<file path="src/rtl/fifo_write_arbiter.sv">
// Round-robin, burst-locked arbiter sharing one bram_fifo write port between NUM_REQ channels.
// Optional per-channel accepted-beat counters when FIFO_ARB_STATS_EN is defined.
module fifo_write_arbiter #(
    parameter int NUM_REQ    = 4,
    parameter int DATA_WIDTH = 8,
    parameter int MAX_BURST  = 16,
    parameter int CNT_WIDTH  = 16
) (
    input  logic                          clk,
    input  logic                          rst,
    input  logic [NUM_REQ-1:0]            req_valid,
    input  logic [NUM_REQ*DATA_WIDTH-1:0] req_data,
    output logic [NUM_REQ-1:0]            req_ready,
    output logic                          fifo_wr_en,
    output logic [DATA_WIDTH-1:0]         fifo_wr_data,
    input  logic                          fifo_full,
    output logic [$clog2(NUM_REQ)-1:0]    grant_id,
    output logic                          busy,
    input  logic [$clog2(NUM_REQ)-1:0]    stat_sel,
    output logic [CNT_WIDTH-1:0]          stat_count
);

    localparam int ID_W = $clog2(NUM_REQ);
    localparam int BC_W = $clog2(MAX_BURST + 1);

    typedef enum logic {IDLE, GRANT} state_t;

    state_t          state, state_nxt;
    logic [ID_W-1:0] grant_id_nxt;
    logic [ID_W-1:0] last_grant, last_grant_nxt;
    logic [BC_W-1:0] burst_cnt, burst_cnt_nxt;
    logic            beat;
    logic            found;

    always_ff @(posedge clk) begin
        if (rst) begin
            state      <= IDLE;
            grant_id   <= '0;
            burst_cnt  <= '0;
            last_grant <= ID_W'(NUM_REQ - 1);
        end else begin
            state      <= state_nxt;
            grant_id   <= grant_id_nxt;
            burst_cnt  <= burst_cnt_nxt;
            last_grant <= last_grant_nxt;
        end
    end

    always_comb begin
        state_nxt      = state;
        grant_id_nxt   = grant_id;
        last_grant_nxt = last_grant;
        burst_cnt_nxt  = burst_cnt;
        req_ready      = '0;
        fifo_wr_en     = 1'b0;
        fifo_wr_data   = '0;
        beat           = 1'b0;
        found          = 1'b0;
        case (state)
            IDLE: begin
                // Search starts one past the last released channel and wraps.
                for (int unsigned off = 1; off <= NUM_REQ; off++) begin
                    if (!found && req_valid[(32'(last_grant) + off) % NUM_REQ]) begin
                        found         = 1'b1;
                        grant_id_nxt  = ID_W'((32'(last_grant) + off) % NUM_REQ);
                        burst_cnt_nxt = '0;
                        state_nxt     = GRANT;
                    end
                end
            end
            GRANT: begin
                req_ready[grant_id] = !fifo_full;
                beat                = req_valid[grant_id] && !fifo_full;
                fifo_wr_en          = beat;
                fifo_wr_data        = req_data[32'(grant_id)*DATA_WIDTH +: DATA_WIDTH];
                if (!req_valid[grant_id]) begin
                    state_nxt      = IDLE;
                    last_grant_nxt = grant_id;
                end else if (beat) begin
                    burst_cnt_nxt = burst_cnt + 1'b1;
                    if (burst_cnt == BC_W'(MAX_BURST - 1)) begin
                        state_nxt      = IDLE;
                        last_grant_nxt = grant_id;
                    end
                end
            end
            default: state_nxt = IDLE;
        endcase
        // A beat presented in the reset cycle must not reach the FIFO.
        if (rst) begin
            req_ready    = '0;
            fifo_wr_en   = 1'b0;
            fifo_wr_data = '0;
            beat         = 1'b0;
        end
    end

    assign busy = (state == GRANT) && !rst;

`ifdef FIFO_ARB_STATS_EN
    logic [CNT_WIDTH-1:0] stat_cnt [NUM_REQ];

    always_ff @(posedge clk) begin
        if (rst) begin
            for (int unsigned i = 0; i < NUM_REQ; i++) stat_cnt[i] <= '0;
            stat_count <= '0;
        end else begin
            for (int unsigned i = 0; i < NUM_REQ; i++) begin
                if (beat && grant_id == ID_W'(i) && stat_cnt[i] != '1)
                    stat_cnt[i] <= stat_cnt[i] + 1'b1;
            end
            stat_count <= stat_cnt[stat_sel];
        end
    end
`else
    logic unused_stat_sel;
    assign unused_stat_sel = ^stat_sel;
    assign stat_count      = '0;
`endif

endmodule

</file>
<file path="config.mk">
export PLATFORM = sky130hd
export DESIGN_NAME = fifo_write_arbiter
export DESIGN_NICKNAME = d
export VERILOG_FILES = /design/src/rtl/fifo_write_arbiter.sv
export SDC_FILE = /design/constraint.sdc
export NUM_CORES = 1
export LEC_CHECK = 0
export ABC_AREA = 0
export ABC_CLOCK_PERIOD_IN_PS = 4500
export CORE_MARGIN = 2
export CORE_UTILIZATION = 37
export DETAILED_ROUTE_END_ITERATION = 7
export PLACE_DENSITY = 0.91
export SYNTH_ARGS = -nofsm -noshare
export SYNTH_HDL_FRONTEND = slang
export SYNTH_SLANG_ARGS = --single-unit
</file>
<file path="constraint.sdc">
create_clock -name clk -period 4.5 [get_ports clk]
set_input_delay 0.9 -clock clk [delete_from_list [all_inputs] [get_ports clk]]
set_output_delay 0.9 -clock clk [all_outputs]
set_load 0.02 [all_outputs]
</file>
==> results of run 1 <==
layout by cell type (no fill, tap or decap):
cell / Yosys / routed
nor4_1: 2 / 2
xor2_1: 2 / 2
nor3_1: 2 / 2
conb_1: 1 / 16
o32ai_1: 1 / 1
clkdlybuf4s50_1: 0 / 54
nand2b_1: 4 / 4
clkbuf_4: 0 / 3
a21oi_1: 1 / 1
nor4b_1: 1 / 1
nand3_1: 2 / 2
a31oi_1: 2 / 2
a222oi_1: 1 / 1
a21boi_1: 1 / 1
nor2_1: 9 / 9
a211oi_1: 1 / 1
mux4_2: 9 / 9
nor2b_1: 11 / 11
o311a_1: 1 / 1
o21ai_0: 3 / 3
and3_1: 3 / 3
dfxtp_1: 10 / 10
o221ai_1: 1 / 1
and2_4: 1 / 1
a32o_1: 2 / 2
o22ai_1: 4 / 4
inv_1: 8 / 8
ha_1: 2 / 2
mux2_2: 2 / 2
nand2_1: 4 / 4
or3_1: 2 / 2
a2111oi_0: 1 / 1
logic make-up after synthesis:
family / synth area share (%)
simple gates: 21.8
buf+inv: 18.7
compound gates: 13.5
mux: 22.0
flops: 19.5
fa+ha+maj: 2.44
xor+xnor: 1.71
other cells: 0.366
power by group:
part / switching, uW / internal (uW)
Sequential: 18.4 / 94.3
Combinational: 59.1 / 82.8
Clock: 28.0 / 30.8
Yosys cell counts:
cell type and count:
nor4_1 2, mux4_2 9, ha_1 2, a2111oi_0 1, nor2_1 9, buf_2 3, a211oi_1 1, nor2b_1 11
conb_1 1, o32ai_1 1, mux2_2 2, nor3_1 2, a21boi_1 1, or3_1 2, a222oi_1 1, a21oi_1 1
xor2_1 2, nand2_1 4, nand3_1 2, a32o_1 2, and3_1 3, dfxtp_1 10, o21ai_0 3, a31oi_1 2
o221ai_1 1, buf_4 16, nor4b_1 1, buf_6 1, clkbuf_1 4, and2_4 1, inv_1 8, o22ai_1 4
nand2b_1 4, o311a_1 1
per-layer routing:
metal / track usage (%) / vias up / part of all wire (%)
met3: 6.22 / 10 / 9.4
met1: 19.9 / 482 / 37
met4: 6.12 / 0 / 2.5
met2: 32.4 / 61 / 51
met5: 0 / - / 0
li1: - / 493 / -
cell type report:
| type | count | area (um^2) |
|---|---|---|
| Fill cell | 225 | 1160 |
| Timing Repair Buffer | 54 | 541 |
| Inverter | 8 | 30.0 |
| Sequential cell | 10 | 200 |
| Multi-Input combinational cell | 91 | 691 |
| Clock buffer | 3 | 22.5 |
| Tap cell | 31 | 38.8 |
worst paths after layout:
kind / startpoint / to / slack [ns] / cells past startpoint
worst max-delay path: rst / req_ready[3] / 0.60 / 5
worst min-delay path: burst_cnt[4] / burst_cnt[4] / 0.51 / 1
worst max register to register: grant_id[1] / burst_cnt[0] / 2.43 / 4
worst min register to register: burst_cnt[4] / burst_cnt[4] / 0.51 / 1
registers in the layout, indices dropped and copies added (netlist names):
register,flops
last_grant,2
state,1
grant_id,2
burst_cnt,5
worst max-delay path, cell delays in order:
cell             delay (ns)
clkdlybuf4s50_1        0.59
nand2b_1               0.44
nor2_1                 0.24
and3_1                 0.19
clkdlybuf4s50_1        0.63
metrics by stage:
step	std cells	cell area [um^2]
2_1_floorplan	133	1080
3_3_place_gp	194	1500
3_5_place_dp	194	1500
4_1_cts	197	1520
5_1_grt	197	1520
6_report	197	1520
==> results by group, run 1 <==
Floorplan
  • Core area: 2690 um^2
  • Die area: 3210 um^2
  • Die H: between 50 and 60 um
  • Initial Utilization: between 30% and 40%
  • Width of the die: 56.7 um
  • Site Rows: 19
  • I/O pin count: 73

Yosys
  • #FFs+latches synth: 10
  • Gate Count Post-Synth: 118
  • Ranking of synthesized cells by area: mux4_2 20%, dfxtp_1 20%, buf_4 12%
  • Sequential area share after synthesis: 19.5%
  • Cell variety after synth: 34
  • Yosys warnings: 0
  • Syn_area_per_cell: 8.69 um^2
  • Area share of the largest cell type after synthesis: about 20%
  • Mapped cell area: just over 1000 um^2
  • Cell accounting for the most synthesized area: mux4_2

Timing
  • Post-route setup slack: around 0.60 ns
  • Worst hold margin: ~0.51 ns
  • Max-slew violation count: 0
  • TNS Setup: 0 ns
  • Fin crit period: 3.90 ns
  • Slew margin rel.: 48.4%
  • Final setup violation count: 0
  • Max frequency: 256 MHz
  • Worst Tran Pin Value: a little under 0.8 ns
  • Fin. Hold Viols: 0
  • Fin crit share: 86.8%
  • Clock Skew: 0.00209 ns
  • RSZ-0062 raised after global routing: false

Clock network
  • CTS max path bufs: 2
  • Clock sink count: 10
  • Clk Tree Root Cell: clkbuf_4
  • Clock-pin slew on the worst setup and hold paths: 0.06 ns
  • H-tree depth: 1
  • CTS tree: done
  • TritonCTS Buffers: 3
  • Post-CTS sizing: 0
  • CTS Hold Buffers Added: 0
  • Post-CTS setup buffer count: 0
  • Clk_lat worst skew: roughly 0.26 ns

Route
  • WL/cell: around 14 um
  • Post-Route WL: 2850 um
  • Drt drc: 0
  • Iter 0 DRT Violations: 57
  • Detail-routed via count per cell: 5.31
  • Routed Antenna Nets: 0
  • TritonRoute pass-1 iters: 4
  • Routed vias: 1,046

Critical path
  • Critical Path RT: 3.60 ns
  • Kind of critical path: in -> out
  • CP Max Fanout: 12
  • Setup crit end kind: output pin
  • Crit path arrival time: 3.00 ns
  • CP startpoint kind: input pin

Finish
  • Area added between synthesis and finish: 48.4%
  • Final Core Density: between 50% and 60%
  • Layout cells sized above 1: 9.04%
  • Nets: 211
  • Ant. Diodes: 0

Hold path
  • Worst Hold Class: reg -> reg

GRT
  • Pin count of the biggest net entering global routing: 18
  • Vias in the first global route: between 900 and 1,000
  • Total gr overflow: 0
  • First-pass GRT wire length: 4480 um
  • Gr usage total: a little under a fifth
  • Initial antenna violation count: 0

Power
  • Leakage: 0.000596 uW
  • Worst vdd ir: 0.000144 V
  • Pwr Density: slightly above 200 nW/um^2
  • Total Power: ~310 uW

Place
  • Number of port buffers: 54
  • Worst slack, placed: approximately 0.59 ns
  • DP HPWL: 2300 um
  • Gpl congestion: ~0.84

Outcome
  • Run status: completed

Flow run
  • Total of max-cap violations: 0
(Power assumes the default switching activity.)
==> run 2, diff against run 1 <==
CORE_UTILIZATION = 39   (was 37)
CTS_BUF_LIST = sky130_fd_sc_hd__clkbuf_8   (was not set)
PLACE_DENSITY = 0.95   (was 0.91)
RECOVER_POWER = 25   (was not set)
REMOVE_ABC_BUFFERS = 1   (was not set)
==> run 2 against run 1 <==
  * Worst setup slack lost 0.099 ns
  * Critical endpoint is now req_ready[1]
  * Combinational power is essentially flat
  * Final area grew 1.2%
  * Clock skew shrank 0.0015 ns
  * Largest power group unchanged
  * Clock power grew 55%
  * Highest routed layer unchanged
  * Sequential power is essentially flat
==> results by group, run 2 (synthesis gave the netlist of run 1 again) <==
Floorplan
  • Initial Utilization: 41.4%
  • Die H: 55.3 um
  • Width of the die: 55.3 um
  • I/O pin count: 73
  • Core area: 2480 um^2
  • Die area: 3060 um^2
  • Site Rows: 18

Clock network
  • H-tree depth: 1
  • CTS max path bufs: 2
  • Clk_lat worst skew: 0.23 ns
  • Clock sink count: 10
  • Post-CTS sizing: 0
  • CTS tree: done
  • TritonCTS Buffers: 3
  • Clock-pin slew on the worst setup and hold paths: 0.04 ns
  • CTS Hold Buffers Added: 0
  • Clk Tree Root Cell: clkbuf_8
  • Post-CTS setup buffer count: 0

Power
  • Int Pwr: 236 uW
  • Switching power: 112 uW
  • Leakage: 0.000603 uW
  • Pwr Density: roughly 230 nW/um^2
  • Comb power frac: 40.9%
  • Sequential share of power: between 30 and 40%
  • Worst vdd ir: 0.000221 V
  • Clk pwr share: a little over a quarter
  • Sw Share: 32.2%

Critical path
  • CP Max Fanout: 12
  • Reg2reg start: grant_id[1]
  • Critical Path RT: 3.60 ns
  • Setup crit end kind: output pin
  • Kind of critical path: in -> out
  • Reg2reg setup slack: 2.39 ns
  • CP startpoint kind: input pin
  • Crit path arrival time: 3.10 ns
  • RR Endpoint: burst_cnt[0]
  • R2R cell count: 4

GRT
  • Vias in the first global route: 1,002
  • Most Crowded Layer GR: met2
  • Met1 Resource Use GR: 19.8%
  • Total gr overflow: 0
  • Gr usage total: 18.7%
  • Pin count of the biggest net entering global routing: 18
  • Met2 Resource Use GR: approximately 36%
  • Initial antenna violation count: 0
  • GR Util met3: 5.62%
  • First-pass GRT wire length: 4600 um

Hold path
  • Hold Crit Depth: 1
  • Worst Hold Class: reg -> reg
  • Worst hold path startpoint: burst_cnt[4]
  • Hold Crit Endpoint: burst_cnt[4]

Place
  • Number of port buffers: 54
  • Gpl congestion: roughly 0.89
  • DP HPWL: 2320 um
  • Placed inst area: 1500 um^2

Route
  • TritonRoute pass-1 iters: 4
  • WL/cell: 15.2 um
  • Routed Antenna Nets: 0
  • Routed vias: 1,077
  • Drt drc: 0
  • Detail-routed via count per cell: 5.49
  • Iter 0 DRT Violations: 48
  • Post-Route WL: 2980 um

Finish
  • Ant. Diodes: 0
  • Register area: 200 um^2
  • Top reg by flops: burst_cnt
  • Final instance area: 1540 um^2
  • Area added between synthesis and finish: 50.1%
  • Nets: 211
  • Biggest regs: burst_cnt x5, grant_id x2, last_grant x2
  • Layout cells sized above 1: 9.04%
  • Most frequent cells in the layout: 53 x clkdlybuf4s50_1, 16 x conb_1, 11 x nor2b_1
  • Final Core Density: 62.2%
  • FILL cells: 191
  • Area of the multi-input gates: 691 um^2
  • Most common cell after layout, fill and taps aside: clkdlybuf4s50_1
  • Largest register FFs: 5

Timing
  • Max frequency: 250 MHz
  • Fin crit period: 4.00 ns
  • Clock Skew: 0.000586 ns
  • Final setup violation count: 0
  • RSZ-0062 raised after global routing: false
  • Max-slew violation count: 0
  • Fin crit share: 89.0%
  • Fin. Hold Viols: 0
  • Slew margin rel.: 49.8%
  • TNS Setup: 0 ns
  • Worst Tran Pin Value: 0.752 ns

Flow run
  • Total of max-cap violations: 0

Outcome
  • Run status: completed
run 2: cell types whose count changed in the layout (fill, tap and decap cells not counted), sizes merged:
cell / before / now
clkdlybuf4s50: 54 / 53
dlygate4sd3: 0 / 1
run 2: how the worst max path moves through the flow:
stage / from / end / depth (start not counted)
final: rst / req_ready[1] / 6
after global routing: rst / req_ready[1] / 6
after CTS: rst / req_ready[1] / 6
after detailed placement: rst / req_ready[1] / 6
after global placement: rst / req_ready[1] / 6
after floorplan: rst / req_ready[2] / 2
run 2: cell type report:
type	instances	area share [%]
multi-input combinational	91	44.8
timing repair buffer	54	35.1
clock buffer	3	2.68
inverter	8	1.95
tap	30	2.44
sequential	10	13.0
run 2: through the flow:
step / setup slack [ns] / hold WS, ns / total power (uW) / std cells
finish: 0.496 / 0.500 / 347 / 196
global route: 0.444 / 0.530 / 361 / 196
CTS: 0.509 / 0.506 / 348 / 196
detailed placement: 0.509 / 0.495 / 256 / 193
global placement: 0.655 / 0.480 / 250 / 193
floorplan: 1.65 / 0.469 / 189 / 109
run 2: per-layer routing:
metal | share of wire (%) | vias to the layer above
met1 | 38 | 504
met4 | 0.84 | 0
li1 | - | 493
met2 | 51 | 74
met5 | 0 | -
met3 | 10 | 6
run 2: power by group through the flow:
stage	clock (uW)	sequential [uW]	combinational, uW
4_1_cts	92.8	114	141
3_5_place_dp	0	115	140
6_report	91.4	114	142
3_3_place_gp	0	114	136
2_1_floorplan	0	113	76.3
5_1_grt	95.9	116	149
run 2: critical path, cell delays in order:
cell and delay (ns):
clkdlybuf4s50_1 0.61, nand2b_1 0.45, nor2_1 0.25, nand2_1 0.09, nor2_1 0.16, clkdlybuf4s50_1 0.63
==> run 3, diff against run 2 <==
ABC_CLOCK_PERIOD_IN_PS = 3550   (was 4500)
CORE_UTILIZATION = 32   (was 39)
GPL_TIMING_DRIVEN = 1   (was not set)
PLACE_DENSITY = 0.84   (was 0.95)
clock period = 3.55 ns   (was 4.5 ns; I/O delays follow)
==> run 3 against run 2 <==
  * Largest cell class unchanged
  * Sequential cell count stayed put
  * Worst hold slack worse by 0.0072 ns
  * Power is 35% higher
  * Critical path depth is 2 lower
  * Die area is 20% higher
  * Final area is 4.7% higher
  * Global-route usage is 3.7 points lower
  * Wire length is 9.1% lower
  * Combinational power is 33% higher
  * Clock power is 55% higher
  * Highest routed layer unchanged
==> results by group, run 3 (synthesis gave the netlist of run 1 again) <==
Clock network
  • H-tree depth: 1
  • CTS max path bufs: 2
  • CTS tree: done
  • Clk Tree Root Cell: clkbuf_8
  • Clock sink count: 10
  • Clk_lat worst skew: 0.24 ns
  • Post-CTS setup buffer count: 0
  • Clock-pin slew on the worst setup and hold paths: 0.05 ns
  • Post-CTS sizing: 0
  • CTS Hold Buffers Added: 0
  • TritonCTS Buffers: 3

Finish
  • Top reg by flops: burst_cnt
  • Register area: 200 um^2
  • Area of the multi-input gates: 691 um^2
  • Final Core Density: between 50% and 60%
  • Final instance area: approximately 1600 um^2
  • Most frequent cells in the layout: 52 x clkdlybuf4s50_1, 16 x conb_1, 11 x nor2b_1
  • Ant. Diodes: 0
  • Nets: between 200 and 250
  • Biggest regs: burst_cnt x5, grant_id x2, last_grant x2
  • Most common cell after layout, fill and taps aside: clkdlybuf4s50_1
  • Area added between synthesis and finish: 57.2%
  • FILL cells: 290
  • Largest register FFs: 5
  • Layout cells sized above 1: 12.1%

Timing
  • Fin. Hold Viols: 0
  • Final setup violation count: 0
  • RSZ-0062 raised after global routing: false
  • Max-slew violation count: 0
  • Max frequency: between 300 and 400 MHz
  • Worst hold margin: 0.493 ns
  • Fin crit share: between 90% and 100%
  • Fin crit period: 3.32 ns
  • Clock Skew: 0.00318 ns
  • TNS Setup: 0 ns
  • Slew margin rel.: 48.6%
  • Worst Tran Pin Value: about 0.77 ns

Critical path
  • Critical path buffers and inverters: 2
  • Kind of critical path: in -> out
  • Setup crit end kind: output pin
  • Critical-path top delay cell: dlygate4sd3_1
  • CP startpoint kind: input pin
  • Critical Path RT: 2.84 ns
  • CP Max Fanout: 6
  • CP top delay family: buffers and inverters
  • Crit-path cells: dlygate4sd3_1, mux4_2, and2_4, clkdlybuf4s50_1
  • Crit path arrival time: about 2.6 ns
  • CP max stage delay: 0.61 ns

Floorplan
  • Die area: 3680 um^2
  • Site Rows: 20
  • I/O pin count: 73
  • Initial Utilization: 33.6%
  • Core area: 3050 um^2
  • Die H: between 60 and 70 um
  • Width of the die: 60.6 um

GRT
  • First-pass GRT wire length: 4090 um
  • Initial antenna violation count: 0
  • Total gr overflow: 0
  • Vias in the first global route: between 900 and 1,000
  • Pin count of the biggest net entering global routing: 17
  • Gr usage total: 15.1%

Place
  • Gpl congestion: 0.870
  • DP HPWL: ~2300 um
  • Number of port buffers: 54
  • Placed inst area: 1560 um^2

Power
  • Worst vdd ir: 0.000118 V
  • Pwr Density: 290 nW/um^2
  • Leakage: 0.000636 uW

Route
  • Routed Antenna Nets: 0
  • Routed vias: 1,026
  • Drt drc: 0
  • Iter 0 DRT Violations: 24
  • Post-Route WL: roughly 2700 um
  • Detail-routed via count per cell: 4.73
  • TritonRoute pass-1 iters: 4
  • WL/cell: between 10 and 15 um

Hold path
  • Worst Hold Class: reg -> reg

Flow run
  • Total of max-cap violations: 0

Outcome
  • Run status: completed
==> run 3: per-stage QoR <==
stage | worst slack, ns | power, uW | cells
after global routing | 0.181 | 496 | 217
final | 0.228 | 468 | 217
after floorplan | 1.08 | 240 | 109
after detailed placement | 0.336 | 330 | 213
after global placement | 0.335 | 325 | 213
after CTS | 0.332 | 472 | 217
==> run 3: worst paths after layout <==
path / startpoint / endpoint / slack, ns / cells past startpoint
worst max-delay path: req_valid[2] / fifo_wr_en / 0.23 / 4
worst min-delay path: burst_cnt[4] / burst_cnt[4] / 0.49 / 1
worst max register to register: grant_id[0] / burst_cnt[0] / 1.62 / 4
worst min register to register: burst_cnt[4] / burst_cnt[4] / 0.49 / 1
==> run 3: metal layers <==
layer  part of all wire (%)  global-route usage [%]  vias to the layer above
met5                      0                       0                        -
met2                     48                    26.6                       50
li1                       -                       -                      509
met4                    1.5                    6.52                        0
met1                     37                    15.4                      462
met3                     13                    6.82                        5
==> run 3: final cells by class <==
type	instances	share of cell area (%)
clock buffers	4	3.41
inverters	8	1.86
multi-input cells	91	42.8
flip-flops and latches	10	12.4
well taps	44	3.41
repair buffers	60	36.1
==> run 3: power breakdown <==
group	switching (uW)	total, uW	internal (uW)
Sequential	16.7	137	120
Clock	44.2	142	97.4
Combinational	80.0	189	109
